### src/rtl/pll_seq_pkg.sv
// Shared constants for the PLL reset sequencer: FSM state encoding,
// default parameter values and a counter-width helper.
package pll_seq_pkg;

  localparam int unsigned FILTER_CYCLES_DEF = 4;
  localparam int unsigned SETTLE_CYCLES_DEF = 16;
  localparam int unsigned FAULT_HOLD_DEF    = 8;
  localparam int unsigned LOSS_CNT_W_DEF    = 8;

  typedef enum logic [1:0] {
    ST_WAIT_LOCK = 2'd0,
    ST_SETTLE    = 2'd1,
    ST_RUN       = 2'd2,
    ST_FAULT     = 2'd3
  } pll_state_e;

  // Bits needed to hold max_val without wrapping (at least 1).
  function automatic int unsigned cnt_width(input int unsigned max_val);
    return (max_val < 2) ? 1 : $clog2(max_val + 1);
  endfunction

endpackage

### src/rtl/pll_reset_seq_lock_filter.sv
// Two-flop synchronizer for the raw PLL lock plus a debounce filter:
// lock is accepted after FILTER_CYCLES consecutive synchronized-high
// cycles and dropped on the first synchronized-low cycle.
module lock_filter
  import pll_seq_pkg::*;
#(
  parameter int unsigned FILTER_CYCLES = FILTER_CYCLES_DEF
) (
  input  logic clk_i,
  input  logic rst_ni,
  input  logic pll_locked_i,
  output logic lock_f_o
);

  localparam int unsigned FW = cnt_width(FILTER_CYCLES);
  localparam logic [FW-1:0] F_ONE  = FW'(1);
  localparam logic [FW-1:0] F_MAX  = FW'(FILTER_CYCLES);
  localparam logic [FW-1:0] F_LAST = FW'(FILTER_CYCLES - 1);

  logic          sync1_q;
  logic          lock_s_q;
  logic [FW-1:0] filt_cnt_q, filt_cnt_d;
  logic          lock_f_q, lock_f_d;

  // Synchronizer chain into the clk domain.
  always_ff @(posedge clk_i or negedge rst_ni) begin
    if (!rst_ni) begin
      sync1_q  <= 1'b0;
      lock_s_q <= 1'b0;
    end else begin
      sync1_q  <= pll_locked_i;
      lock_s_q <= sync1_q;
    end
  end

  // Filter counter saturates at FILTER_CYCLES so lock_f stays asserted.
  always_comb begin
    filt_cnt_d = filt_cnt_q;
    lock_f_d   = lock_f_q;
    if (!lock_s_q) begin
      filt_cnt_d = '0;
      lock_f_d   = 1'b0;
    end else if (filt_cnt_q != F_MAX) begin
      filt_cnt_d = filt_cnt_q + F_ONE;
      lock_f_d   = (filt_cnt_q == F_LAST);
    end
  end

  // Filter state registers.
  always_ff @(posedge clk_i or negedge rst_ni) begin
    if (!rst_ni) begin
      filt_cnt_q <= '0;
      lock_f_q   <= 1'b0;
    end else begin
      filt_cnt_q <= filt_cnt_d;
      lock_f_q   <= lock_f_d;
    end
  end

  assign lock_f_o = lock_f_q;

endmodule

### src/rtl/pll_reset_seq.sv
// PLL reset sequencer: waits for a filtered lock, lets the clock settle,
// then releases the downstream counter stage; a lock loss in RUN forces a
// timed FAULT hold and is counted in a saturating loss counter.
module pll_reset_seq
  import pll_seq_pkg::*;
#(
  parameter int unsigned FILTER_CYCLES = FILTER_CYCLES_DEF,
  parameter int unsigned SETTLE_CYCLES = SETTLE_CYCLES_DEF,
  parameter int unsigned FAULT_HOLD    = FAULT_HOLD_DEF,
  parameter int unsigned LOSS_CNT_W    = LOSS_CNT_W_DEF
) (
  input  logic                  clk,
  input  logic                  reset_n,
  input  logic                  pll_locked,
  output logic                  run,
  output logic                  rst_out_n,
  output logic [1:0]            state,
  output logic [LOSS_CNT_W-1:0] loss_count
);

  localparam int unsigned SW = cnt_width(SETTLE_CYCLES);
  localparam int unsigned HW = cnt_width(FAULT_HOLD);
  localparam logic [SW-1:0] S_ONE  = SW'(1);
  localparam logic [SW-1:0] S_LAST = SW'(SETTLE_CYCLES - 1);
  localparam logic [HW-1:0] H_ONE  = HW'(1);
  localparam logic [HW-1:0] H_LAST = HW'(FAULT_HOLD - 1);
  localparam logic [LOSS_CNT_W-1:0] L_ONE = LOSS_CNT_W'(1);

  pll_state_e            state_q, state_d;
  logic [SW-1:0]         settle_cnt_q, settle_cnt_d;
  logic [HW-1:0]         hold_cnt_q, hold_cnt_d;
  logic [LOSS_CNT_W-1:0] loss_q, loss_d;
  logic                  lock_f;

  lock_filter #(
    .FILTER_CYCLES(FILTER_CYCLES)
  ) u_lock_filter (
    .clk_i       (clk),
    .rst_ni      (reset_n),
    .pll_locked_i(pll_locked),
    .lock_f_o    (lock_f)
  );

  // Next-state logic; counters default to zero outside their own state.
  // A lock loss takes priority over the SETTLE terminal count.
  always_comb begin
    state_d      = state_q;
    settle_cnt_d = '0;
    hold_cnt_d   = '0;
    loss_d       = loss_q;
    unique case (state_q)
      ST_WAIT_LOCK: begin
        if (lock_f) state_d = ST_SETTLE;
      end
      ST_SETTLE: begin
        if (!lock_f)                    state_d = ST_WAIT_LOCK;
        else if (settle_cnt_q == S_LAST) state_d = ST_RUN;
        else                            settle_cnt_d = settle_cnt_q + S_ONE;
      end
      ST_RUN: begin
        if (!lock_f) begin
          state_d = ST_FAULT;
          if (loss_q != '1) loss_d = loss_q + L_ONE;
        end
      end
      ST_FAULT: begin
        if (hold_cnt_q == H_LAST) state_d = ST_WAIT_LOCK;
        else                      hold_cnt_d = hold_cnt_q + H_ONE;
      end
      default: state_d = ST_WAIT_LOCK;
    endcase
  end

  // State, counter and loss-count registers.
  always_ff @(posedge clk or negedge reset_n) begin
    if (!reset_n) begin
      state_q      <= ST_WAIT_LOCK;
      settle_cnt_q <= '0;
      hold_cnt_q   <= '0;
      loss_q       <= '0;
    end else begin
      state_q      <= state_d;
      settle_cnt_q <= settle_cnt_d;
      hold_cnt_q   <= hold_cnt_d;
      loss_q       <= loss_d;
    end
  end

  assign run        = (state_q == ST_RUN);
  assign rst_out_n  = (state_q == ST_RUN);
  assign state      = state_q;
  assign loss_count = loss_q;

endmodule

### config.mk
export PLATFORM = sky130hd
export DESIGN_NAME = pll_reset_seq
export DESIGN_NICKNAME = d
export VERILOG_FILES = /design/src/rtl/pll_seq_pkg.sv /design/src/rtl/pll_reset_seq_lock_filter.sv /design/src/rtl/pll_reset_seq.sv
export SDC_FILE = /design/constraint.sdc
export NUM_CORES = 1
export LEC_CHECK = 0
export CORE_MARGIN = 2
export CORE_UTILIZATION = 45
export DETAILED_ROUTE_END_ITERATION = 16
export GPL_TIMING_DRIVEN = 0
export HOLD_SLACK_MARGIN = 0.1
export MAX_ROUTING_LAYER = met4
export PLACE_DENSITY = 0.67
export SYNTH_ARGS = -nofsm -noshare
export SYNTH_HDL_FRONTEND = slang
export SYNTH_HIERARCHICAL = 1
export SYNTH_SLANG_ARGS = --single-unit
### constraint.sdc
create_clock -name clk -period 4 [get_ports clk]
set_clock_uncertainty 0.1 [all_clocks]
set_input_delay 0.6 -clock clk [delete_from_list [all_inputs] [get_ports clk]]
set_output_delay 0.6 -clock clk [all_outputs]
set_load 0.01 [all_outputs]
### After elaboration in Yosys (flattened, before gate mapping)

Cells that the tools add are included.

| operators by class | value |
|---|---|
| muxes and demuxes | 15 |
| equal/unequal tests | 13 |
| bitwise logic cells | 1 |
| reductions and logical operators | 3 |
| $add $sub $neg | 4 |

Operator list:

| kind | number |
|---|---|
| $mux 5 | 3 |
| $mux 2 | 5 |
| $add 8x1->8 const B | 1 |
| $mux 4 | 2 |
| $ne 8x8->1 const B | 1 |
| $pmux 2 s4 | 1 |
| $mux 3 | 2 |
| $ne 2x2->1 const B | 3 |
| $ne 3x3->1 const B | 2 |
| $add 5x1->5 const B | 1 |
| $eq 5x4->1 const B | 1 |
| $add 4x1->4 const B | 1 |
| $eq 2x2->1 const B | 2 |
| $eq 4x3->1 const B | 1 |
| $reduce_and 4->1 | 1 |
| $add 3x1->3 const B | 1 |
| $eq 3x2->1 const B | 1 |
| $reduce_and 3->1 | 1 |
| $eq 2x1->1 const B | 1 |
| $logic_not 2->1 | 1 |
| $mux 1 | 2 |
| $ne 2x1->1 const B | 1 |
| $not 1->1 | 1 |

| word-level totals | value |
|---|---|
| output and inout bits | 12 |
| register bits after elaboration | 25 |
| logic and storage cells | 44 |
| input port bits | 3 |

### Longest topological paths before layout

| logic depth | value |
|---|---|
| depth in word-level cells | 4 |
| gate-level depth with buffers | 5 |
| mapped depth without buffers | 5 |

### Hierarchy

Netlist, hierarchy kept.

By module, submodules not included:

| module | area each (um^2) | times used | seq. area each (um^2) | cells an instance |
|---|---|---|---|---|
| pll_reset_seq | 865.8 | 1 | 475.5 | 79 |
| lock_filter | 277.8 | 1 | 150.1 | 24 |

### Worst setup path before layout

OpenSTA, ideal clock, no wires.

| timing | value |
|---|---|
| path type | register to output |
| start | register with a tool-made name |
| end | output port run |
| cell stages (with the launch flop) | 4 |
| arrival | 930 ps |
| required time | 3300 ps |
| path buffers | 1 |
| path slack | 2370 ps |
| cells stage by stage | dfrtp_1 > inv_1 > nor2_1 > buf_4 |

RTL lines:

| what | RTL line | RTL |
|---|---|---|
| end, declared | pll_reset_seq.sv:15 | `output logic run,` |

==> metrics.md <==
| Metric | Value |
|---|---|
| Status | complete, no violations |
| Vias | 792 |
| First drt pass iteration count | 4 |
| Clk pwr share | between 20 and 25% |
| Kind of critical path | register to primary output |
| Worst-Margin Slew | 1.09 ns |
| Root buf cell | clkbuf_4 |
| Total negative slack | 0 ns |
| Pin count of the biggest net entering global routing | 26 |
| CTS tree | yes |
| Yosys warns | 6 |
| Crit end category | primary output |
| PnR Total Power | 0.000466 W |
| Num CTS Buffers | 3 |
| First-pass GRT wire length | about 3300 um |
| Final hold slack | between 0.2 and 0.3 ns |
| Yosys cell types | 29 |
| Peak VDD IR | between 0.2 and 0.25 mV |
| Initial antenna violation count | 0 |
| Clock latency at the later pin of the worst-skew pair | a little over 0.3 ns |
| Die Area | 2960 um^2 |
| Starting density of the core | between 40 and 50% |
| Final Hold Vio Count | 0 |
| Vias in the first global route | 784 |
| IO Pins | 15 |
| CP max stage delay | 0.52 ns |
| Die W | 54.4 um |
| Final setup fails | 0 |
| Sequential fraction of the synthesis area | 54.7% |
| Comb pwr share | 13.5% |
| N_diodes | 0 |
| Syn avg cell area | between 10 and 15 um^2 |
| Design area | between 1000 and 1500 um^2 |
| FMAX | between 400 and 500 MHz |
| Hold Crit Class | register to register |
| Vias per Instance | approximately 5.2 |
| Mapped Area | ~1100 um^2 |
| Yosys top cell area share | 54.7% |
| Die height | about 54 um |
| Internal Power | 0.000335 W |
| Grt total ovfl | 0 |
| Cells on worst reg2reg path | 4 |
| Gpl congestion | 0.741 |
| WL final | approximately 1900 um |
| Max-slew violations | 0 |
| Worst reg2reg setup slack | ~2.3 ns |
| Worst min-delay path startpoint | u_lock_filter/sync1_q |
| Post-CTS Hold Buffers | 0 |
| DP Area | between 1000 and 1500 um^2 |
| Period Utilization, post-route | about three fifths |
| CTS sink cnt | 25 |
| RSZ-0062 raised after global routing | false |
| Crit-path slowest cell | dfrtp_1 |
| Layout cells sized above 1 | 10.7% |
| CTS resizes | 0 |
| Area grow syn2layout | 17.9% |
| Worst EP arrival | approximately 1.7 ns |
| Switch share | about 28% |
| Setup Buffers After CTS | 0 |
| CP cell instances | inv_1, nor2_1, buf_4, clkdlybuf4s50_1 |
| Data required, critical path | around 3.3 ns |
| Starting DRT DRC Count | 2 |
| Dominant cell type by area after synthesis | dfrtp_1 |
| Startpoint class of the critical path | register |
| Hold Crit Endpoint | u_lock_filter/lock_s_q |
| FF-to-FF End | loss_count[7] |
| Post-DP HPWL | between 1000 and 1500 um |
| Setup slack after placement | ~1.9 ns |
| Clock-pin slew on the worst setup and hold paths | approximately 0.14 ns |
| Sw Pwr | between 0.0001 and 0.00015 W |
| Buffers on Ports | 14 |
| Post-route ant nets | 0 |
| Tmin final | about 2.4 ns |
| CP Max Fanout | 9 |
| Synth Instances | just over 100 |
| Global-route usage over all layers | between 10% and 20% |
| PwrDens | between 300 and 400 nW/um^2 |
| Sequential Power Share | just over 60% |
| Post-route setup slack | around 1.6 ns |
| Clock Tree Buf Depth | 2 |
| Leakage | between 0.6 and 0.7 nW |
| Core area | 2430 um^2 |
| Yosys reg bits | 25 |
| Total of max-cap violations | 0 |
| DRC viols | 0 |
| Area contributors post-synth | dfrtp_1, ha_1, nand2_1 |
| Fin nets | 131 |
| H-tree levels | 1 |
| Max-slew headroom | between 20 and 30% |
| Row cnt | 18 |
| Routed wire per std cell | between 10 and 15 um |
| Syn_nets | 112 |
| Hold depth | 0 |
per-layer routing:
layer,global-route usage (%),vias up,wire (um),share of wire [%]
li1,-,391,-,-
met1,19.6,391,888,47
met2,25.1,10,917,49
met3,2.73,0,68,3.6
met4,5.00,0,0,0
met5,-,-,0,0
worst max-delay path by stage:
stage                            end  slack (ns)  cells past startpoint
6_report                         run        1.56                      4
4_1_cts                          run        1.54                      4
5_1_grt                          run        1.41                      4
3_5_place_dp   u_lock_filter/sync1_q        1.90                      1
3_3_place_gp   u_lock_filter/sync1_q        1.92                      1
2_1_floorplan                    run        2.37                      3
stage by stage:
step | utilization [%] | std cells
2_1_floorplan | - | 103
3_3_place_gp | 54.3 | 147
3_5_place_dp | 54.3 | 147
4_1_cts | 55.5 | 151
5_1_grt | 55.5 | 151
6_report | 55.5 | 151
layout by cell type, fill, tap and decap left out, types with 2 or more instances in the layout:
master	Yosys	final
dfrtp_1	25	25
clkdlybuf4s50_1	0	14
nand2_1	12	12
nor2_1	8	8
ha_1	6	6
inv_1	5	5
nand3_1	5	5
and3_1	5	5
xnor2_1	4	4
nand4_1	4	4
xor2_1	3	3
a21oi_1	3	3
clkbuf_4	0	3
o21ai_2	3	3
o21ai_0	2	2
mux2_2	2	2
a31oi_1	2	2
final cells by class:
cell class / instances / area [um^2]
Multi-Input combinational cell: 72 / 492
Clock inverter: 1 / 5.00
Inverter: 5 / 18.8
Buffer: 1 / 7.51
Clock buffer: 3 / 22.5
Fill cell: 223 / 1080
Timing Repair Buffer: 14 / 140
Tap cell: 30 / 37.5
Sequential cell: 25 / 626
cell families (layout without fill, tap and decap cells):
family | Yosys count | count (layout) | share of synthesized area, %
compound gates | 15 | 15 | 8.75
xor+xnor | 7 | 7 | 5.36
fa+ha+maj | 6 | 6 | 6.56
buf+inv | 6 | 24 | 2.30
flops | 25 | 25 | 54.7
mux | 3 | 3 | 2.95
simple gates | 41 | 41 | 19.4
power groups by stage:
stage	logic, W	registers [W]	clock network, W
after CTS	0.0000651	0.000289	0.000118
after floorplan	0.0000467	0.000290	0
after global routing	0.0000746	0.000292	0.000130
after global placement	0.0000615	0.000293	0
after detailed placement	0.0000653	0.000294	0
final	0.0000631	0.000289	0.000113
cell usage after synthesis (all sizes together):
master	count
dfrtp	25
buf	1
xnor2	4
nor3	2
ha	6
o21bai	1
nand2	12
o211ai	1
a21oi	3
a22o	1
a21boi	1
and4b	1
a31oi	2
nor2b	1
inv	5
o21ai	6
nand2b	1
nor2	8
nand3	5
and2	1
xor2	3
and3	5
nor3b	1
nand4	4
mux2	3
state kept, by name, summed over array words and instances, names as in the netlist, named ones only:
register	cells
state	1
u_lock_filter/lock_s_q	1
hold_cnt_q	4
settle_cnt_q	5
u_lock_filter/lock_f_o	1
u_lock_filter/filt_cnt_q	3
loss_count	8
u_lock_filter/sync1_q	1
critical path, delay by kind of cell, from the launching register on:
kind          cells  cell delay (ns)
flops             1             0.52
simple gates      1             0.16
buf+inv           3             0.75
(Power assumes the default switching activity.)
